--- config.mk ---
export PLATFORM = sky130hd
export DESIGN_NAME = exp5_unidade_controle
export DESIGN_NICKNAME = d
export VERILOG_FILES = /design/src/rtl/exp5_unidade_controle.sv
export SDC_FILE = /design/constraint.sdc
export NUM_CORES = 1
export LEC_CHECK = 0
export BUFFER_PORTS_ARGS = -buffer_cell sky130_fd_sc_hd__buf_4
export CAP_MARGIN = 15
export CORE_MARGIN = 1.5
export CORE_UTILIZATION = 57
export CTS_BUF_LIST = sky130_fd_sc_hd__clkbuf_8 sky130_fd_sc_hd__clkbuf_16
export CTS_CLUSTER_DIAMETER = 60
export DETAILED_ROUTE_END_ITERATION = 8
export PLACE_DENSITY = 0.87
export SLEW_MARGIN = 15
export SYNTH_ARGS = -nofsm -noshare
export SYNTH_HDL_FRONTEND = slang
export SYNTH_SLANG_ARGS = --single-unit
--- constraint.sdc ---
create_clock -name clock -period 3 [get_ports clock]
set_input_delay 0.3 -clock clock [delete_from_list [all_inputs] [get_ports clock]]
set_output_delay 0.3 -clock clock [all_outputs]
set_load 0.03 [all_outputs]
--- src/rtl/exp5_unidade_controle.sv ---
// Moore control unit for the exp5 memory game: sequences counter, switch register
// and comparator through each play, and reports win / wrong play / timeout.
module exp5_unidade_controle #(
   parameter int TIMEOUT_CYCLES = 5000
) (
   input  logic       clock,
   input  logic       reset,
   input  logic       iniciar,
   input  logic       jogada,
   input  logic       chavesIgualMemoria,
   input  logic       fimC,
   output logic       zeraC,
   output logic       contaC,
   output logic       zeraR,
   output logic       registraR,
   output logic       pronto,
   output logic       acertou,
   output logic       errou,
   output logic       timeout,
   output logic [3:0] db_estado
);

   localparam int TW = (TIMEOUT_CYCLES > 2) ? $clog2(TIMEOUT_CYCLES) : 1;
   localparam logic [TW-1:0] T_LAST = TW'(TIMEOUT_CYCLES - 1);

   typedef enum logic [3:0] {
      INICIAL       = 4'b0000,
      PREPARACAO    = 4'b0001,
      ESPERA_JOGADA = 4'b0010,
      REGISTRA      = 4'b0100,
      COMPARACAO    = 4'b0101,
      PROXIMO       = 4'b0110,
      FIM_ACERTOU   = 4'b1010,
      FIM_ERROU     = 4'b1110,
      FIM_TIMEOUT   = 4'b1101
   } state_t;

   state_t          r_state;
   state_t          w_state_next;
   logic            r_jogada_d;
   logic [TW-1:0]   r_tcount;
   logic [TW-1:0]   w_tcount_next;
   logic            w_jogada_edge;

   assign w_jogada_edge = jogada & ~r_jogada_d;

   always_ff @(posedge clock) begin
      if (reset) begin
         r_state    <= INICIAL;
         r_jogada_d <= 1'b0;
         r_tcount   <= '0;
      end else begin
         r_state    <= w_state_next;
         r_jogada_d <= jogada;
         r_tcount   <= w_tcount_next;
      end
   end

   always_comb begin
      w_state_next  = r_state;
      w_tcount_next = '0;
      zeraC         = 1'b0;
      contaC        = 1'b0;
      zeraR         = 1'b0;
      registraR     = 1'b0;
      pronto        = 1'b0;
      acertou       = 1'b0;
      errou         = 1'b0;
      timeout       = 1'b0;
      case (r_state)
         INICIAL: begin
            if (iniciar) w_state_next = PREPARACAO;
         end
         PREPARACAO: begin
            zeraC        = 1'b1;
            zeraR        = 1'b1;
            w_state_next = ESPERA_JOGADA;
         end
         ESPERA_JOGADA: begin
            // A play on the last allowed cycle still counts.
            if (w_jogada_edge) begin
               w_state_next = REGISTRA;
            end else if (r_tcount == T_LAST) begin
               w_state_next = FIM_TIMEOUT;
            end else begin
               w_tcount_next = r_tcount + 1'b1;
            end
         end
         REGISTRA: begin
            registraR    = 1'b1;
            w_state_next = COMPARACAO;
         end
         COMPARACAO: begin
            if (!chavesIgualMemoria) w_state_next = FIM_ERROU;
            else if (fimC)           w_state_next = FIM_ACERTOU;
            else                     w_state_next = PROXIMO;
         end
         PROXIMO: begin
            contaC       = 1'b1;
            w_state_next = ESPERA_JOGADA;
         end
         FIM_ACERTOU: begin
            pronto  = 1'b1;
            acertou = 1'b1;
            if (iniciar) w_state_next = PREPARACAO;
         end
         FIM_ERROU: begin
            pronto = 1'b1;
            errou  = 1'b1;
            if (iniciar) w_state_next = PREPARACAO;
         end
         FIM_TIMEOUT: begin
            pronto  = 1'b1;
            timeout = 1'b1;
            if (iniciar) w_state_next = PREPARACAO;
         end
         default: w_state_next = INICIAL;
      endcase
   end

   assign db_estado = r_state;

endmodule

---- Yosys cells after proc, flatten, opt, wreduce, memory -nomap -nowiden ----
Index checks and enable logic that the tools add are counted.
operators by class
  $add $sub $neg .......................... 1
  multiply operators ...................... 0
  divide/modulo/power cells ............... 0
  order comparisons ....................... 0
  equality and inequality tests ........... 11
  shift-type cells ........................ 0
  muxes and demuxes ....................... 13
  bitwise gates (word level) .............. 3
  reduce and logical (&&, ||, !) cells .... 6
operators by type and width
  operator                                                                  number
  4-bit 2-to-1 mux                                                          5
  4-bit case mux with 5 select lines                                        1
  13-bit by 1-bit adder with 13-bit output (second input constant)          1
  13-bit == test (second input constant)                                    1
  4-bit by 3-bit == test with 1-bit output (second input constant)          3
  4-bit == test (second input constant)                                     3
  4-bit OR reduction                                                        2
  1-bit 2-to-1 mux                                                          7
  4-bit by 1-bit == test with 1-bit output (second input constant)          1
  4-bit by 2-bit == test with 1-bit output (second input constant)          1
  4-bit logical NOT                                                         1
  3-bit inequality test (second input constant)                             1
  3-bit OR reduction                                                        1
  2-bit by 1-bit inequality test with 1-bit output (second input constant)  1
  1-bit NOT                                                                 2
  2-bit AND reduction                                                       1
  2-bit OR reduction                                                        1
  1-bit AND                                                                 1
storage, ports and cells
  bits in registers ....................... 18
  latch bits .............................. 0
  RAM bits ................................ 0
  ROM bits ................................ 0
  memories kept ........................... 0

---- Logic depth before layout (Yosys ltp) ----
  depth after elaboration ................. 4
  gate-level depth with buffers ........... 6
  mapped depth without buffers ............ 5

---- Least setup slack after synthesis ----
Ideal clock, no wire load.
  path type ............................... register to output
  start ................................... reg r_state[0] (netlist: db_estado[0])
  end ..................................... out zeraR
  arrival time ............................ 1858 ps
  path slack .............................. 842 ps
  stages on the path, launching flop included .. 4
  path through ............................ dfxtp_1 > or2b_1 > nor3_1 > buf_4
on the way
  cells in the longest elaborated chain, start to end .. 2
RTL lines
  what                                      line  source
  start: declaration                        38    state_t r_state;
  start signal: assignment                  53    r_state <= w_state_next;
  4-bit by 1-bit == test with 1-bit output  n/a
  1-bit 2-to-1 mux                          n/a
  end: declaration                          14    output logic zeraR,
Every way passes these cells.

---- Worst setup path after layout ----
  start ................................... reg r_state[1] (netlist: db_estado[1])
  end ..................................... reg r_state[2] (netlist: db_estado[2])
on the way
  cells in the longest elaborated chain, start to end .. 4
RTL lines
  what                                                               line  source
  4-bit == test / 4-bit logical NOT (equally long branches)          70    case (r_state)
  4-bit OR reduction (no source line)                                n/a
  2-bit by 1-bit inequality test with 1-bit output (no source line)  n/a
  2-bit AND reduction (no source line)                               n/a
Several ways; a longest one is shown, not always the timed one.
A chain may end at the register's enable or synchronous reset.

==> impl_results.md <==
- Fmax: 545 MHz
- Initial antenna violation count: 0
- Hold Buf Count CTS: 0
- FFs w/ async S/R, synth: 0%
- Ranking of synthesized cells by area: dfxtp_1 37%, nor2_1 8.1%, xnor2_1 8.1%
- Die height: 44.4 um
- Boundary pin count: 18
- First-pass iteration count of the detailed router: 6
- Slowest-stage cell, CP: dfxtp_1
- Crit Path Class: flip-flop to flip-flop
- Path depth of the worst reg2reg path: 4
- VDD IR max: 0.617 mV
- Area leader, netlist: dfxtp_1
- Sw Pwr: 309 uW
- Crit-path max cell delay: 560 ps
- Hold depth: 2
- CTS Buf Count: 3
- CTS max path bufs: 2
- Routed WL: roughly 2 mm
- # clock sinks: 18
- H-tree Lvls: 1
- Pwr/cell area: 719 nW/um2
- Clock network fraction of design power: between 20% and 30%
- Syn Area/Cell: 8.78 um2
- Yosys reg bits: 18
- Die Width: ~44 um
- Post-CTS Setup Repair Bufs: 0
- Unrepaired setup endpoints after global routing: false
- Tot GR Track Use: 22.8%
- Worst Setup End Kind: flip-flop
- DRC violation count after routing: 0
- GPL Wtd Cong: 0.777
- Nature of the critical path startpoint: flip-flop
- Final setup fails: 0
- Leak pwr: 0.426 nW
- Sw Ratio: a little under two fifths
- Logic pwr share: around two fifths
- Filler instances: 129
- Core area: 1560 um2
- CTS tree: done
- DP Wirelength: 1.40 mm
- Via count of the first global-routing pass: 750
- # rows: 14
- Area delta synth->final: 15.3%
- Initial Util: between 60% and 70%
- Worst Hold Endpoint: r_jogada_d
- Flop pwr share: 39.2%
- Largest net degree at the start of global routing: 14
- Routed Antenna Nets: 0
- Reg clk slew, reported paths: 60 ps
- Rel. slew slack: 73.3%
- Fin crit period: ~1800 ps
- Max Slew Vio Count: 0
- Hold/Removal Path Class: primary input to flip-flop
- Worst path cell trace: nand2b_4, or4_4, o21ai_2, mux2_4
- Synthesis Warnings: 0
- Layout cells sized above 1: 23.0%
- Fin. Hold Viols: 0
- Pwr Total: 808 uW
- Setup tns final: 0 ps
- Top cell type's share of synthesized area: a little under two fifths
- Status: completed
- I/O Buffers: 17
- Cell Area, Synth: approximately 970 um2
- Int Power: ~500 uW
- DRT iter0 DRCs: 11
- Syn Nets: between 100 and 150
- Number of synthesized flops with an enable pin: 0
- Main synth FF type: dfxtp_1
- Worst-Margin Slew: between 400 and 500 ps
- Most common cell after layout, fill and taps aside: nor2_1
- Critical Path Fanout Max: 11
- Root Buffer Master: clkbuf_8
- Critical hold path startpoint: jogada
- Flop2flop setup slack: 1170 ps
- Final #Nets: 135
- Post-CTS sizing: 0
- Hold Worst Slack: between 200 and 300 ps
- Worst R2R Start: db_estado[1]
- Maxcap violations: 0
- Gate Count Post-Synth: 111
- First-pass GRT wire length: 3.24 mm
- Grt ovf: 0
- Sequential share of the synthesized area: between 30 and 40%
- Most frequent cells in the layout: 21 x nor2_1, 18 x dfxtp_1, 17 x buf_4
- Die ar.: 1970 um2
- Fin crit share: 61.2%
- Via/cell ratio: roughly 5.8
- Routed len/inst: between 10 and 15 um
- FF-to-FF End: db_estado[2]
- Diodes inserted: 0
- Detailed-route via count: 817
- Worst Path Arrival: 1980 ps
- Worst skew pair latency: between 200 and 300 ps
- Worst EP required: 3140 ps
- Clock Skew: 2.16 ps
- Synth cell types: 36
## worst max-delay path: cells and delay by family (launching register included)
kind	cells	cell delay [ps]
multiplexers	1	320
AND/OR/NAND/NOR	2	600
AO/OA/AOI/OAI	1	250
flip-flops	1	560
## power by group through the flow
stage	Sequential [mW]	Combinational (mW)	Clock [mW]
6_report	0.316	0.329	0.163
2_1_floorplan	0.323	0.256	0
3_5_place_dp	0.321	0.330	0
4_1_cts	0.317	0.331	0.165
5_1_grt	0.324	0.354	0.175
3_3_place_gp	0.319	0.322	0
## synth_stat cells (2+ instances only)
cell type / number
and3_1: 2
buf_2: 2
buf_6: 2
dfxtp_1: 18
inv_1: 6
nand2_1: 5
nand3_1: 5
nand4_1: 3
nor2_1: 21
nor2b_1: 3
nor3_1: 7
or4_4: 2
xnor2_1: 9
xor2_1: 4
## metal layers
layer	part of all wire [%]	routed length (um)	vias up	global-route usage [%]
li1	-	-	406	-
met1	41	811	391	24.6
met2	53	1040	14	42.4
met3	3.5	68	6	6.53
met4	1.9	38	0	7.27
met5	0	0	-	0
## per-stage QoR
| stage | util, % | instances | setup WS (ps) | area, um2 |
|---|---|---|---|---|
| finish | 72.1 | 142 | 1170 | 1120 |
| global route | 72.1 | 142 | 1080 | 1120 |
| CTS | 72.1 | 142 | 1150 | 1120 |
| detailed placement | 69.4 | 139 | 1160 | 1080 |
| global placement | 69.4 | 139 | 1230 | 1080 |
| floorplan | - | 111 | 842 | 975 |
## state kept, by name, indices dropped and copies added (netlist names)
name and flops:
db_estado 4, r_tcount 13, r_jogada_d 1
## layout make-up
type	instances	area, um2	area share, %
repair buffers	17	128	11.4
flip-flops and latches	18	360	32.1
multi-input cells	82	552	49.1
clock buffers	3	41.3	3.67
well taps	16	20.0	1.78
inverters	6	22.5	2.00
## logic make-up (layout without fill, tap and decap cells)
logic type,count (synthesis),count (layout),synth area share (%)
flip-flops,18,18,37.0
AO/OA/AOI/OAI,8,8,7.19
buffers and inverters,11,26,6.42
AND/OR/NAND/NOR,59,59,34.9
multiplexers,1,1,1.54
XOR/XNOR,13,13,11.7
adder cells (fa/ha/maj),1,1,1.28
## how the worst max path moves through the flow
stage | depth (start not counted) | startpoint | slack [ps] | endpoint
floorplan | 3 | db_estado[0] | 840 | zeraR
CTS | 4 | db_estado[1] | 1150 | db_estado[2]
finish | 4 | db_estado[1] | 1170 | db_estado[2]
global route | 4 | db_estado[1] | 1080 | db_estado[2]
detailed placement | 4 | db_estado[1] | 1160 | db_estado[2]
global placement | 4 | db_estado[1] | 1230 | db_estado[2]
Power figures use the tool's default switching activity.
